$ cat src/rtl/boot_run_ctrl.sv
// boot_run_ctrl: bring-up sequencer for the single-cycle core.
// Loads a program image from a byte stream into IMEM while holding the
// core in reset, then releases the core and counts run cycles. Supports
// halt/resume and aborting a load.
module boot_run_ctrl #(
    parameter int ADDR_WIDTH = 10
) (
    input  logic                  clk,
    input  logic                  rst,
    input  logic                  load_start,
    input  logic [ADDR_WIDTH:0]   load_len,
    input  logic                  rx_valid,
    input  logic [7:0]            rx_data,
    output logic                  rx_ready,
    input  logic                  halt_req,
    input  logic                  resume,
    output logic                  imem_we,
    output logic [ADDR_WIDTH-1:0] imem_addr,
    output logic [31:0]           imem_wdata,
    output logic                  core_rst,
    output logic [31:0]           run_cycles,
    output logic [1:0]            state,
    output logic                  err
);

    typedef enum logic [1:0] {
        S_IDLE = 2'd0,
        S_LOAD = 2'd1,
        S_RUN  = 2'd2,
        S_HALT = 2'd3
    } state_t;

    // Largest image: 2^ADDR_WIDTH words.
    localparam logic [ADDR_WIDTH:0] MAX_LEN = {1'b1, {ADDR_WIDTH{1'b0}}};
    localparam logic [ADDR_WIDTH:0] IDX_ONE = {{ADDR_WIDTH{1'b0}}, 1'b1};

    state_t              st_q;
    state_t              st_d;
    logic [ADDR_WIDTH:0] len_q;       // captured (clamped) image length
    logic [ADDR_WIDTH:0] widx_q;      // index of the next word to write
    logic [ADDR_WIDTH:0] widx_inc;
    logic [1:0]          bcnt_q;      // bytes already held for the current word
    logic [23:0]         buf_q;       // first three bytes, little-endian
    logic                last_q;      // the word being written is the final one
    logic [31:0]         run_q;
    logic                err_q;

    logic                start_ok;
    logic                final_wr;
    logic                byte_ok;
    logic [ADDR_WIDTH:0] len_clamped;

    // Byte stream handshake: a byte moves on every rising edge where
    // rx_valid && rx_ready. rx_ready is a pure function of registered state
    // (never of rx_valid), is high throughout LOAD, and drops only during
    // the cycle in which the final word is being written. A byte offered
    // in the same cycle as halt_req during LOAD is dropped with the abort.
    assign final_wr  = imem_we && last_q;
    assign rx_ready  = (st_q == S_LOAD) && !final_wr;
    assign byte_ok   = rx_valid && rx_ready && !halt_req;

    // load_start is honoured in IDLE, and in HALT unless halt_req is also
    // asserted (halt_req keeps the block parked in HALT).
    assign start_ok    = load_start &&
                         ((st_q == S_IDLE) || ((st_q == S_HALT) && !halt_req));
    assign len_clamped = (load_len > MAX_LEN) ? MAX_LEN : load_len;
    assign widx_inc    = widx_q + IDX_ONE;

    assign core_rst   = (st_q == S_RUN);
    assign run_cycles = run_q;
    assign state      = st_q;
    assign err        = err_q;

    // State register.
    always_ff @(posedge clk or negedge rst) begin
        if (!rst) begin
            st_q <= S_IDLE;
        end else begin
            st_q <= st_d;
        end
    end

    // Next-state logic.
    always_comb begin
        st_d = st_q;
        case (st_q)
            S_IDLE: begin
                if (start_ok) begin
                    st_d = (len_clamped == '0) ? S_RUN : S_LOAD;
                end
            end
            S_LOAD: begin
                if (halt_req) begin
                    st_d = S_IDLE;
                end else if (final_wr) begin
                    st_d = S_RUN;
                end
            end
            S_RUN: begin
                if (halt_req) begin
                    st_d = S_HALT;
                end
            end
            S_HALT: begin
                if (halt_req) begin
                    st_d = S_HALT;
                end else if (start_ok) begin
                    st_d = (len_clamped == '0) ? S_RUN : S_LOAD;
                end else if (resume) begin
                    st_d = S_RUN;
                end
            end
            default: st_d = S_IDLE;
        endcase
    end

    // Word assembly, IMEM write strobe and abort bookkeeping.
    always_ff @(posedge clk or negedge rst) begin
        if (!rst) begin
            len_q      <= '0;
            widx_q     <= '0;
            bcnt_q     <= 2'd0;
            buf_q      <= 24'd0;
            last_q     <= 1'b0;
            err_q      <= 1'b0;
            imem_we    <= 1'b0;
            imem_addr  <= '0;
            imem_wdata <= 32'd0;
        end else begin
            imem_we <= 1'b0;
            if (start_ok) begin
                len_q  <= len_clamped;
                widx_q <= '0;
                bcnt_q <= 2'd0;
                buf_q  <= 24'd0;
                last_q <= 1'b0;
                err_q  <= 1'b0;
            end else if ((st_q == S_LOAD) && halt_req) begin
                // Abort: drop the partial word, remember that it happened.
                err_q  <= 1'b1;
                bcnt_q <= 2'd0;
                buf_q  <= 24'd0;
            end else if (byte_ok) begin
                if (bcnt_q == 2'd3) begin
                    imem_we    <= 1'b1;
                    imem_addr  <= widx_q[ADDR_WIDTH-1:0];
                    imem_wdata <= {rx_data, buf_q};
                    widx_q     <= widx_inc;
                    last_q     <= (widx_inc == len_q);
                    bcnt_q     <= 2'd0;
                end else begin
                    buf_q  <= {rx_data, buf_q[23:8]};
                    bcnt_q <= bcnt_q + 2'd1;
                end
            end
        end
    end

    // Run-cycle counter: cleared on a new load/run request, counts every
    // cycle the core is out of reset, frozen otherwise.
    always_ff @(posedge clk or negedge rst) begin
        if (!rst) begin
            run_q <= 32'd0;
        end else if (start_ok) begin
            run_q <= 32'd0;
        end else if (st_q == S_RUN) begin
            run_q <= run_q + 32'd1;
        end
    end

endmodule

$ cat config.mk
export PLATFORM = sky130hd
export DESIGN_NAME = boot_run_ctrl
export DESIGN_NICKNAME = d
export VERILOG_FILES = /design/src/rtl/boot_run_ctrl.sv
export SDC_FILE = /design/constraint.sdc
export NUM_CORES = 1
export LEC_CHECK = 0
export CAP_MARGIN = 20
export CORE_ASPECT_RATIO = 1.4
export CORE_MARGIN = 2
export CORE_UTILIZATION = 57
export DETAILED_ROUTE_END_ITERATION = 6
export PLACE_DENSITY_LB_ADDON = 0.08
export SETUP_SLACK_MARGIN = 0.4
export SYNTH_ARGS = -nofsm -noshare
export SYNTH_HDL_FRONTEND = slang
export SYNTH_SLANG_ARGS = --single-unit
$ cat constraint.sdc
create_clock -name clk -period 3.1 [get_ports clk]
set_clock_uncertainty 0.15 [all_clocks]
set_input_delay 0.775 -clock clk [delete_from_list [all_inputs] [get_ports clk]]
set_output_delay 0.775 -clock clk [all_outputs]
set_load 0.05 [all_outputs]
## Yosys cells after proc, flatten, opt, wreduce, memory -nomap -nowiden

Index checks and enable logic that the tools add are counted.
Widths: inputs -> output; s select.

- Flip-flop bits (word level): 127
- Bits in latches: 0
- Bits in writable memories: 0
- Bits in read-only memories: 0
- Input port bits: 25
- Output and inout bits: 80
- Memories kept: 0

- Add/sub/neg operators: 3
- Multipliers: 0
- Divide/modulo/power cells: 0
- Magnitude comparators: 1
- Equal/unequal tests: 11
- Shift operators: 0
- Mux-type cells: 34
- Bitwise logic cells: 2
- Reductions and logical operators: 21

Operators by type and width:

| kind | number |
|---|---|
| $mux 24 | 4 |
| $mux 32 | 2 |
| $mux 11 | 5 |
| $add 32x1->32 const B | 1 |
| $mux 2 | 12 |
| $add 11x1->11 const B | 1 |
| $eq 11x11->1 | 1 |
| $gt 11x11->1 const B | 1 |
| $logic_not 11->1 | 1 |
| $mux 1 | 10 |
| $pmux 2 s4 | 1 |
| $reduce_and 4->1 | 2 |
| $reduce_bool 2->1 | 4 |
| $logic_and 1x1->1 | 7 |
| $eq 2x2->1 const B | 3 |
| $ne 2x2->1 const B | 3 |
| $ne 3x3->1 const B | 2 |
| $ne 4x4->1 const B | 1 |
| $reduce_and 3->1 | 1 |
| $reduce_bool 3->1 | 1 |
| $add 2x1->2 const B | 1 |
| $eq 2x1->1 const B | 1 |
| $logic_not 1->1 | 2 |
| $logic_not 2->1 | 1 |
| 3 further kinds | 4 |

## Depth between registers and ports, before layout

Gate-level depths: netlist (run 1).

- Depth after elaboration: 8
- Depth in mapped cells: 11
- Gate-level depth less buffers: 7

## Least setup slack after synthesis (run 1)

OpenSTA, ideal clock, no wires.

- Kind: register -> output
- Start point: register st_q[1], in the netlist state[1]
- End point: output port rx_ready
- Arrival: 1.396 ns
- Required time: 2.175 ns
- Slack: 0.779 ns
- Cell stages (with the launch flop): 3
- Path buffers: 0
- Cells stage by stage: dfrtp_1 > a21oi_1 > and2_1

- Cells in the longest elaborated chain, start to end: 2

RTL lines:

| item | RTL line | RTL |
|---|---|---|
| start: declaration | 37 | `state_t st_q;` |
| start signal: assignment | 79 | `st_q <= st_d;` |
| $eq 2x1->1 | 59 | `assign rx_ready = (st_q == S_LOAD) && !final_wr;` |
| $logic_and 1x1->1 | 59 |  |
| end: declaration | 14 | `output logic rx_ready,` |

No other way between the ends.

## Final worst setup path (run 1)

- Start point: register run_q[11], in the netlist run_cycles[11]
- End point: output port run_cycles[11]

RTL lines:

| item | RTL line | RTL |
|---|---|---|
| start: declaration | 45 | `logic [31:0] run_q;` |
| start signal: assignment | 167 | `run_q <= run_q + 32'd1;` |
| end: declaration | 21 | `output logic [31:0] run_cycles,` |

No word-level cell between the ends.

==> metrics.yaml, run 1 <==
outcome:
  status: "completed"
yosys:
  synthTopCellsByArea: "dfrtp_1, nand2_1, o21ai_0, xor2_1, nand3_1"
  synth_top_area_cell: "dfrtp_1"
  synth-seq-cells: 127
  ys_seq_area_share_pct: 54.5
  synth.distinct_cells: 51
  synth_most_common_cell: "dfrtp_1"
  yosysWarnings: 0
  ys_top_cells_by_count: "dfrtp_1, nand2_1, o21ai_0"
  syn_nets: 641
  post_synth.cell_area_avg_sq_um: 9.52
  synthCells: 613
  synth-main-ff-cell: "dfrtp_1"
  synth_edf_count: 0
  netlist_area_sq_mm: 0.00583
  synth_top_area_share_pct: 54.5
  async_flop_share_pct: 100
timing:
  rsz0062_at_grt: "false"
  slew_viol_final: 0
  max-slew-margin-rel_pct: 42.6
  layout_min_cycle_time_ns: 2.63
  period_share_pct: 85.0
  setup_viol: 0
  hold_viol_final: 0
  timing.fmax_mhz: 380
  holdWs_ns: 0.190
  tightestPinTransition_ns: 0.860
  worst_slack_ns: 0.467
  fin_tns_setup_ns: 0
die:
  io_pins: 105
  core_sq_mm: 0.00995
  die-area_sq_mm: 0.0111
  initial_core_util_pct: 58.6
  num_rows: 43
  die_h_um: 124
  fp.dieW_um: 89.5
global_route:
  grt_usage_pct: 24.6
  grt.overflow.total: 0
  grt_antenna_before_repair: 0
  grt_max_degree: 79
  grt_pass1_vias: 4422
  grt_pass1_wl_mm: 20.9
route:
  drt_iter0_drc: 311
  wl_mm: 12.8
  first_pass_iters: 6
  routed-via-count: 4664
  wire_per_inst_um: 14.9
  drc: 0
  vias_per_cell: 5.45
  drtAntennaViolNets: 0
clock_tree:
  htreeDepth: 4
  cts_buffers: 17
  cts-root-buf: "clkbuf_16"
  ctsLongestPathBuffers: 2
  worst_skew_pair.late_latency_ns: 0.42
  cts.sinks: 127
  cts_tree: "done"
  cts.clk_slew.worst_paths_ns: 0.06
final_layout:
  final_cell_area_sq_mm: 0.00760
  area.growth.synth_to_final_pct: 30.3
  antenna_cells: 0
  drive_gt1_share_pct: 8.04
  fill_cells: 726
  fin_nets: 736
critical_path:
  path_class: "reg2out"
  cp_max_fo: 5
  cp.required_ns: 2.17
  r2r_end: "last_q"
  arrival_ns: 1.71
  cp_slowest_stage_delay_ns: 0.85
  critPathLaunchType: "flop"
  cp_top_family: "buffers and inverters"
  reg2reg_slack_ns: 0.74
  worstSetupEndpointType: "primary output"
  reg2reg_from: "widx_q[0]"
  critPathSlowestCell: "clkdlybuf4s50_1"
  ff2ff_path_depth: 6
  crit_buf_inv: 1
  worstPathCellList: "clkdlybuf4s50_1"
pwr:
  cellPowerDensity_mw_per_mm2: 706
  leakagePower_uw: 0.00349
  peakVddDrop_mv: 0.546
place:
  dpl_worst_slack_ns: 0.181
  gp_congestion: 0.850
  hpwlAfterDp_mm: 8.35
  place.port_buffers: 104
  dpl-instance-area_sq_mm: 0.00698
flow_run:
  cap_violations: 0
worst_hold_path:
  hp-class: "in2async"
==> cells by family after synthesis <==
logic type,after synthesis,share of synthesized area [%]
xor gates and xnor gates,45,6.76
and+or+nand+nor,261,21.9
buffers and inverters,68,5.13
muxes,5,0.858
DFF,127,54.5
AOI/OAI and AO/OA,104,10.3
adders and majority gates,3,0.643
==> flip-flops by register name (all words and copies together) (netlist names) <==
| name | count |
|---|---|
| bcnt_q | 2 |
| buf_q | 24 |
| err | 1 |
| imem_addr | 10 |
| imem_wdata | 32 |
| imem_we | 1 |
| last_q | 1 |
| len_q | 11 |
| run_cycles | 32 |
| state | 2 |
| widx_q | 11 |
==> layout make-up <==
cell class	count	area [sq um]	area share (%)
clock inverters	13	164	2.16
clock buffers	19	443	5.83
multi-input cells	419	2380	31.3
well taps	135	169	2.22
inverters	30	113	1.48
flip-flops and latches	127	3180	41.8
repair buffers	113	1150	15.2
==> layout by cell type (no fill, tap or decap), types with 4 or more instances in the layout <==
| cell type | instances |
|---|---|
| a21oi_1 | 13 |
| a22o_1 | 4 |
| and2_1 | 6 |
| and3_1 | 4 |
| and4_1 | 7 |
| buf_12 | 4 |
| buf_4 | 8 |
| clkbuf_16 | 17 |
| clkdlybuf4s50_1 | 97 |
| clkinv_4 | 4 |
| dfrtp_1 | 127 |
| inv_1 | 29 |
| mux2i_1 | 5 |
| nand2_1 | 116 |
| nand2b_1 | 4 |
| nand3_1 | 43 |
| nand3b_1 | 7 |
| nand4_1 | 9 |
| nor2_1 | 44 |
| o21ai_0 | 55 |
| o21ai_1 | 11 |
| o31ai_1 | 7 |
| xnor2_1 | 19 |
| xor2_1 | 26 |
==> per-stage QoR <==
step | util, % | instances | total power [uW]
floorplan | - | 613 | 2970
global placement | 70.1 | 823 | 3290
detailed placement | 70.1 | 823 | 3340
CTS | 76.2 | 855 | 5380
global route | 76.4 | 856 | 5630
finish | 76.4 | 856 | 5370
==> worst max-delay path by stage <==
stage                              start              to  slack [ns]  cells after the start
after floorplan                 state[1]        rx_ready        0.78                      2
after global placement          halt_req       widx_q[8]        0.28                      9
after detailed placement        halt_req       buf_q[10]        0.18                      6
after CTS                       state[1]        rx_ready        0.43                      3
after global routing      run_cycles[11]  run_cycles[11]        0.41                      1
final                     run_cycles[11]  run_cycles[11]        0.47                      1
==> report_power, final <==
group          total (uW)  internal [uW]  leakage, uW  switching, uW
Sequential           2090           1900      0.00173            197
Clock                2020           1290     0.000293            738
Combinational        1250            438      0.00147            813
==> repair_timing <==
item / 4_1_cts / 5_1_grt
hold buffers: 0 / 0
buffers inserted: 0 / 0
gates cloned: 0 / 1
pin swaps: 0 / 1
endpoints found under the setup margin: 2 / 4
resized for setup: 2 / 3
==> routing by layer <==
metal	GRT usage, %	vias to the layer above	wire length, um
met5	0	-	0
met4	11.0	0	319
met3	6.36	27	650
met2	38.6	146	6360
met1	32.2	2251	5420
li1	-	2240	-
Power figures use the tool's default switching activity.
==> inputs of run 2 (changes only) <==
Settings changed: CORE_UTILIZATION 57 to 53.
Clock period 3.1 ns to 2.75 ns, I/O delays scaled along.
==> metrics.yaml, run 2 (synthesized netlist as in run 1, its figures left out) <==
critical_path:
  critPathSlowestCell: "clkdlybuf4s15_1"  # was clkdlybuf4s50_1
  reg2reg_slack_ns: 0.53  # was 0.74 ns
  ff2ff_path_depth: 6  # unchanged
  cp_top_family: "buffers and inverters"  # unchanged
  cp_slowest_stage_delay_ns: 0.55  # was 0.85 ns
  crit_buf_inv: 1  # unchanged
  reg2reg_from: "widx_q[1]"  # was widx_q[0]
  cp_max_fo: 5  # unchanged
  cp.required_ns: 1.91  # was 2.17 ns
  critPathLaunchType: "flop"  # unchanged
  arrival_ns: 1.46  # was 1.71 ns
  worstSetupEndpointType: "primary output"  # unchanged
  worstPathCellList: "clkdlybuf4s15_1"  # was clkdlybuf4s50_1
  path_class: "reg2out"  # unchanged
  r2r_end: "last_q"  # unchanged
route:
  vias_per_cell: 5.42  # was 5.45
  drt_iter0_drc: 239  # was 311
  wl_met3_um: 752  # was 650 um
  drtAntennaViolNets: 0  # unchanged
  routed-via-count: 4702  # was 4664
  wl_mm: 13.6  # was 12.8 mm
  dr.max_layer_used: "met4"  # unchanged
  dr_wl_met2_mm: 7.02  # was 6.36 mm
  drc: 0  # unchanged
  first_pass_iters: 5  # was 6
  wire_per_inst_um: 15.7  # was 14.9 um
  wl_met1_mm: 5.68  # was 5.42 mm
timing:
  setup_viol: 0  # unchanged
  layout_min_cycle_time_ns: 2.29
  timing.fmax_mhz: 436
  rsz0062_at_grt: "true"  # was false
  fin_tns_setup_ns: 0  # unchanged
  max-slew-margin-rel_pct: 57.9  # was 42.6%
  worst_slack_ns: 0.456  # was 0.467 ns
  tightestPinTransition_ns: 0.631  # was 0.860 ns
  slew_viol_final: 0  # unchanged
  hold_viol_final: 0  # unchanged
  period_share_pct: 83.4
pwr:
  leakagePower_uw: 0.00385  # was 0.00349 uW
  fin_total_pwr_uw: 6240  # was 5370 uW
  peakVddDrop_mv: 0.511  # was 0.546 mV
  cellPowerDensity_mw_per_mm2: 819  # was 706 mW/mm^2
clock_tree:
  cts_tree: "done"  # unchanged
  htreeDepth: 4  # unchanged
  cts-root-buf: "clkbuf_16"  # unchanged
  worst_skew_pair.late_latency_ns: 0.41  # was 0.42 ns
  cts.clk_slew.worst_paths_ns: 0.06  # about the same
  cts_buffers: 17  # unchanged
  cts.sinks: 127  # unchanged
  ctsLongestPathBuffers: 2  # unchanged
final_layout:
  fin_nets: 743  # was 736
  final_common_cell: "dfrtp_1"  # unchanged
  final_cell_count_no_fill: 868  # was 856
  drive_gt1_share_pct: 10.0  # was 8.04%
  final_cell_mix: "dfrtp_1, nand2_1, dlygate4sd2_1, o21ai_0, nor2_1"  # was dfrtp_1, nand2_1, clkdlybuf4s50_1, o21ai_0, nor2_1
  area.growth.synth_to_final_pct: 30.6  # was 30.3%
  antenna_cells: 0  # unchanged
  final_cell_area_sq_mm: 0.00762  # was 0.00760 sq mm
die:
  initial_core_util_pct: 54.0  # was 58.6%
  die_h_um: 128  # was 124 um
  fp.dieW_um: 92.7  # was 89.5 um
  core_sq_mm: 0.0108  # was 0.00995 sq mm
  die-area_sq_mm: 0.0119  # was 0.0111 sq mm
  num_rows: 45  # was 43
  io_pins: 105  # unchanged
global_route:
  grt_pass1_wl_mm: 22.8  # was 20.9 mm
  grt_usage_pct: 24.2  # was 24.6%
  grt.overflow.total: 0  # unchanged
  grt_pass1_vias: 4779  # was 4422
  grt_max_degree: 49  # was 79
  grt_antenna_before_repair: 0  # unchanged
place:
  dp_cells: 835  # was 823
  dpl_worst_slack_ns: 0.0655  # was 0.181 ns
  gp_congestion: 0.867  # was 0.850
  hpwlAfterDp_mm: 9.30  # was 8.35 mm
  dpl-instance-area_sq_mm: 0.00705  # was 0.00698 sq mm
  place.port_buffers: 104  # unchanged
flow_run:
  cap_violations: 0  # unchanged
outcome:
  status: "completed"  # unchanged
worst_hold_path:
  hp-class: "in2async"  # unchanged
-- run 2: how the worst max path moves through the flow --
stage | start | to | cells past startpoint
final | run_cycles[3] | run_cycles[3] | 1
after global routing | halt_req | last_q | 8
after CTS | state[0] | state[0] | 1
after detailed placement | halt_req | widx_q[8] | 9
after global placement | halt_req | widx_q[8] | 9
after floorplan | state[0] | run_cycles[31] | 8
-- run 2: through the flow --
stage	hold slack, ns	util (%)
2_1_floorplan	0.242	-
3_3_place_gp	0.307	65.2
3_5_place_dp	0.315	65.2
4_1_cts	0.156	70.4
5_1_grt	0.186	70.5
6_report	0.140	70.5
-- run 2: cell type report --
class                           instances  area (sq um)
Multi-Input combinational cell        418          2380
Sequential cell                       127          3180
Tap cell                              141           176
Inverter                               30           113
Clock buffer                           17           425
Clock inverter                         14           205
Timing Repair Buffer                  121          1130
Fill cell                             887          3190
-- run 2: timing repair --
item | CTS | global route
setup endpoints to repair | 80 | 4
buffers inserted | 2 | 0
hold buffers | 0 | 0
resized for setup | 82 | 6
-- run 2: report_power, final --
part           total [uW]  internal, uW  switching, uW
clock                2390          1530            859
combinational        1510           556            951
sequential           2340          2140            200
-- run 2: metal layers --
layer,vias up,global-route usage [%]
li1,2251,-
met1,2306,29.7
met2,130,41.6
met3,15,6.23
met4,0,8.13
met5,-,0
==> inputs of run 3 (changes only) <==
Settings changed: CORE_UTILIZATION 53 to 48.
Clock period 2.75 ns to 2.1 ns, I/O delays scaled along.
==> metrics.yaml, run 3 (synthesized netlist as in run 1, its figures left out) <==
timing:
  layout_min_cycle_time_ns: 2.27
  hold_viol_final: 0  # unchanged
  slew_viol_final: 0  # unchanged
  max-slew-margin-rel_pct: 63.7  # was 57.9%
  timing.fmax_mhz: 441
  worst_slack_ns: -0.169  # was 0.456 ns
  fin_tns_setup_ns: -0.918  # was 0 ns
  tightestPinTransition_ns: 0.540  # was 0.631 ns
  setup_viol: 11  # was 0
  rsz0062_at_grt: "true"  # unchanged
  period_share_pct: 108
clock_tree:
  htreeDepth: 4  # unchanged
  ctsLongestPathBuffers: 2  # unchanged
  cts.sinks: 127  # unchanged
  cts_tree: "done"  # unchanged
  cts.clk_slew.worst_paths_ns: 0.07  # was 0.06 ns
  cts_buffers: 17  # unchanged
  worst_skew_pair.late_latency_ns: 0.43  # was 0.41 ns
  cts-root-buf: "clkbuf_16"  # unchanged
final_layout:
  final_cell_mix: "buf_4, buf_6, dfrtp_1, nand2_1, nand2_2"  # was dfrtp_1, nand2_1, dlygate4sd2_1, o21ai_0, nor2_1
  fin_nets: 927  # was 743
  final_common_cell: "buf_4"  # was dfrtp_1
  fill_cells: 285  # was 887
  area.growth.synth_to_final_pct: 92.9  # was 30.6%
  multiInputGateArea_sq_mm: 0.00351  # was 0.00238 sq mm
  final_cell_area_sq_mm: 0.0113  # was 0.00762 sq mm
  regArea_sq_mm: 0.00321  # was 0.00318 sq mm
  drive_gt1_share_pct: 61.2  # was 10.0%
die:
  fp.dieW_um: 97.2  # was 92.7 um
  core_sq_mm: 0.0118  # was 0.0108 sq mm
  die-area_sq_mm: 0.0131  # was 0.0119 sq mm
  num_rows: 47  # was 45
  die_h_um: 134  # was 128 um
  io_pins: 105  # unchanged
  initial_core_util_pct: 49.4  # was 54.0%
place:
  gp_congestion: 0.846  # was 0.867
  hpwlAfterDp_mm: 9.94  # was 9.30 mm
  place.port_buffers: 104  # unchanged
  dpl-instance-area_sq_mm: 0.00717  # was 0.00705 sq mm
route:
  drtAntennaViolNets: 0  # unchanged
  routed-via-count: 6718  # was 4702
  first_pass_iters: 7  # was 5
  vias_per_cell: 6.34  # was 5.42
  drc: 0  # unchanged
  drt_iter0_drc: 673  # was 239
  wl_mm: 29.8  # was 13.6 mm
  wire_per_inst_um: 28.1  # was 15.7 um
critical_path:
  ff2ff_path_depth: 7  # was 6
  crit_path_start: "state[0]"  # was run_cycles[3]
  worstPathCellList: "nand4b_1 -> or2_4 -> nor4_4 -> buf_4 -> nand3_2 -> xor2_1 -> nor2_1"  # was clkdlybuf4s15_1
  cp_slowest_stage_delay_ns: 0.47  # was 0.55 ns
  endpoint: "run_cycles[28]"  # was run_cycles[3]
  critPathSlowestCell: "dfrtp_2"  # was clkdlybuf4s15_1
  path_class: "reg2reg"  # was reg2out
  reg2reg_slack_ns: -0.17  # was 0.53 ns
  reg2reg_from: "state[0]"  # was widx_q[1]
  cp.required_ns: 2.25  # was 1.91 ns
  cp_max_fo: 6  # was 5
  critPathLaunchType: "flop"  # unchanged
  r2r_end: "run_cycles[28]"  # was last_q
  worstSetupEndpointType: "flop"  # was primary output
  arrival_ns: 2.42  # was 1.46 ns
global_route:
  grt_antenna_before_repair: 1  # was 0
  grt_usage_pct: 31.3  # was 24.2%
  grt_pass1_vias: 6012  # was 4779
  grt_max_degree: 66  # was 49
  grt_pass1_wl_mm: 31.8  # was 22.8 mm
  grt.overflow.total: 0  # unchanged
pwr:
  cellPowerDensity_mw_per_mm2: 1050  # was 819 mW/mm^2
  peakVddDrop_mv: 0.981  # was 0.511 mV
  fin_total_pwr_uw: 11800  # was 6240 uW
  leakagePower_uw: 0.00516  # was 0.00385 uW
outcome:
  violations: "negative setup slack"
  status: "complete, but fails checks"  # was completed
worst_hold_path:
  worstHoldStart: "load_len[5]"
  hp-class: "in2reg"  # was in2async
flow_run:
  cap_violations: 0  # unchanged
run 3: cell count changes in the layout (fill, tap and decap cells not counted), sizes merged, moves of 2 or more:
| cell | change |
|---|---|
| buf | +260 |
| clkbuf | +5 |
| clkdlybuf4s50 | -12 |
| clkinvlp | +2 |
| dlygate4sd2 | -71 |
| dlymetal6s2s | +2 |
| inv | -4 |
run 3: worst max-delay path: cells and delay by family (launching register included):
kind | cells | cell delay (ns)
flops | 1 | 0.47
buf+inv | 1 | 0.20
simple gates | 5 | 1.06
xor+xnor | 1 | 0.25
run 3: metrics by stage:
stage               util, %  instances  hold slack (ns)  worst slack (ns)
finish                 95.2       1060            0.277            -0.169
global route           95.2       1060            0.271            -0.293
CTS                    82.3        991            0.238            0.0881
detailed placement     60.7        870            0.240            -0.375
global placement       60.7        870            0.235            -0.341
floorplan                 -        613           0.0794            0.0304
run 3: timing repair:
action / 4_1_cts / 5_1_grt
buffers inserted: 65 / 67
hold buffers: 1 / 0
endpoints found under the setup margin: 160 / 181
cloned: 23 / 1
gates resized for setup: 281 / 250
hold endpoints to repair: 10 / 0
pin swaps: 97 / 78
run 3: layer usage:
| layer | routed length (um) | GRT usage, % | vias up |
|---|---|---|---|
| met5 | 0 | 0 | - |
| met1 | 9600 | 35.4 | 3322 |
| li1 | - | - | 2636 |
| met3 | 2150 | 6.63 | 209 |
| met4 | 2880 | 17.9 | 0 |
| met2 | 15100 | 54.8 | 551 |
run 3: final cells by class:
cell class / instances / share of cell area [%]
inverters: 30 / 1.16
flip-flops and latches: 127 / 28.5
well taps: 147 / 1.63
multi-input cells: 419 / 31.2
clock inverters: 12 / 1.61
clock buffers: 20 / 4.15
diodes: 1 / 0.0222
repair buffers: 304 / 31.7
run 3: worst min path at each step:
stage	cells past startpoint	slack, ns	to
after floorplan	0	0.08	bcnt_q[0]
after global placement	1	0.23	run_cycles[25]
after detailed placement	1	0.24	run_cycles[25]
after CTS	3	0.24	len_q[5]
after global routing	3	0.27	len_q[5]
final	3	0.28	len_q[5]
run 3: report_power, final:
part / switching [uW] / internal (uW) / leakage [uW]
Sequential: 407 / 2810 / 0.00169
Combinational: 2710 / 2590 / 0.00316
Clock: 1230 / 2090 / 0.000305
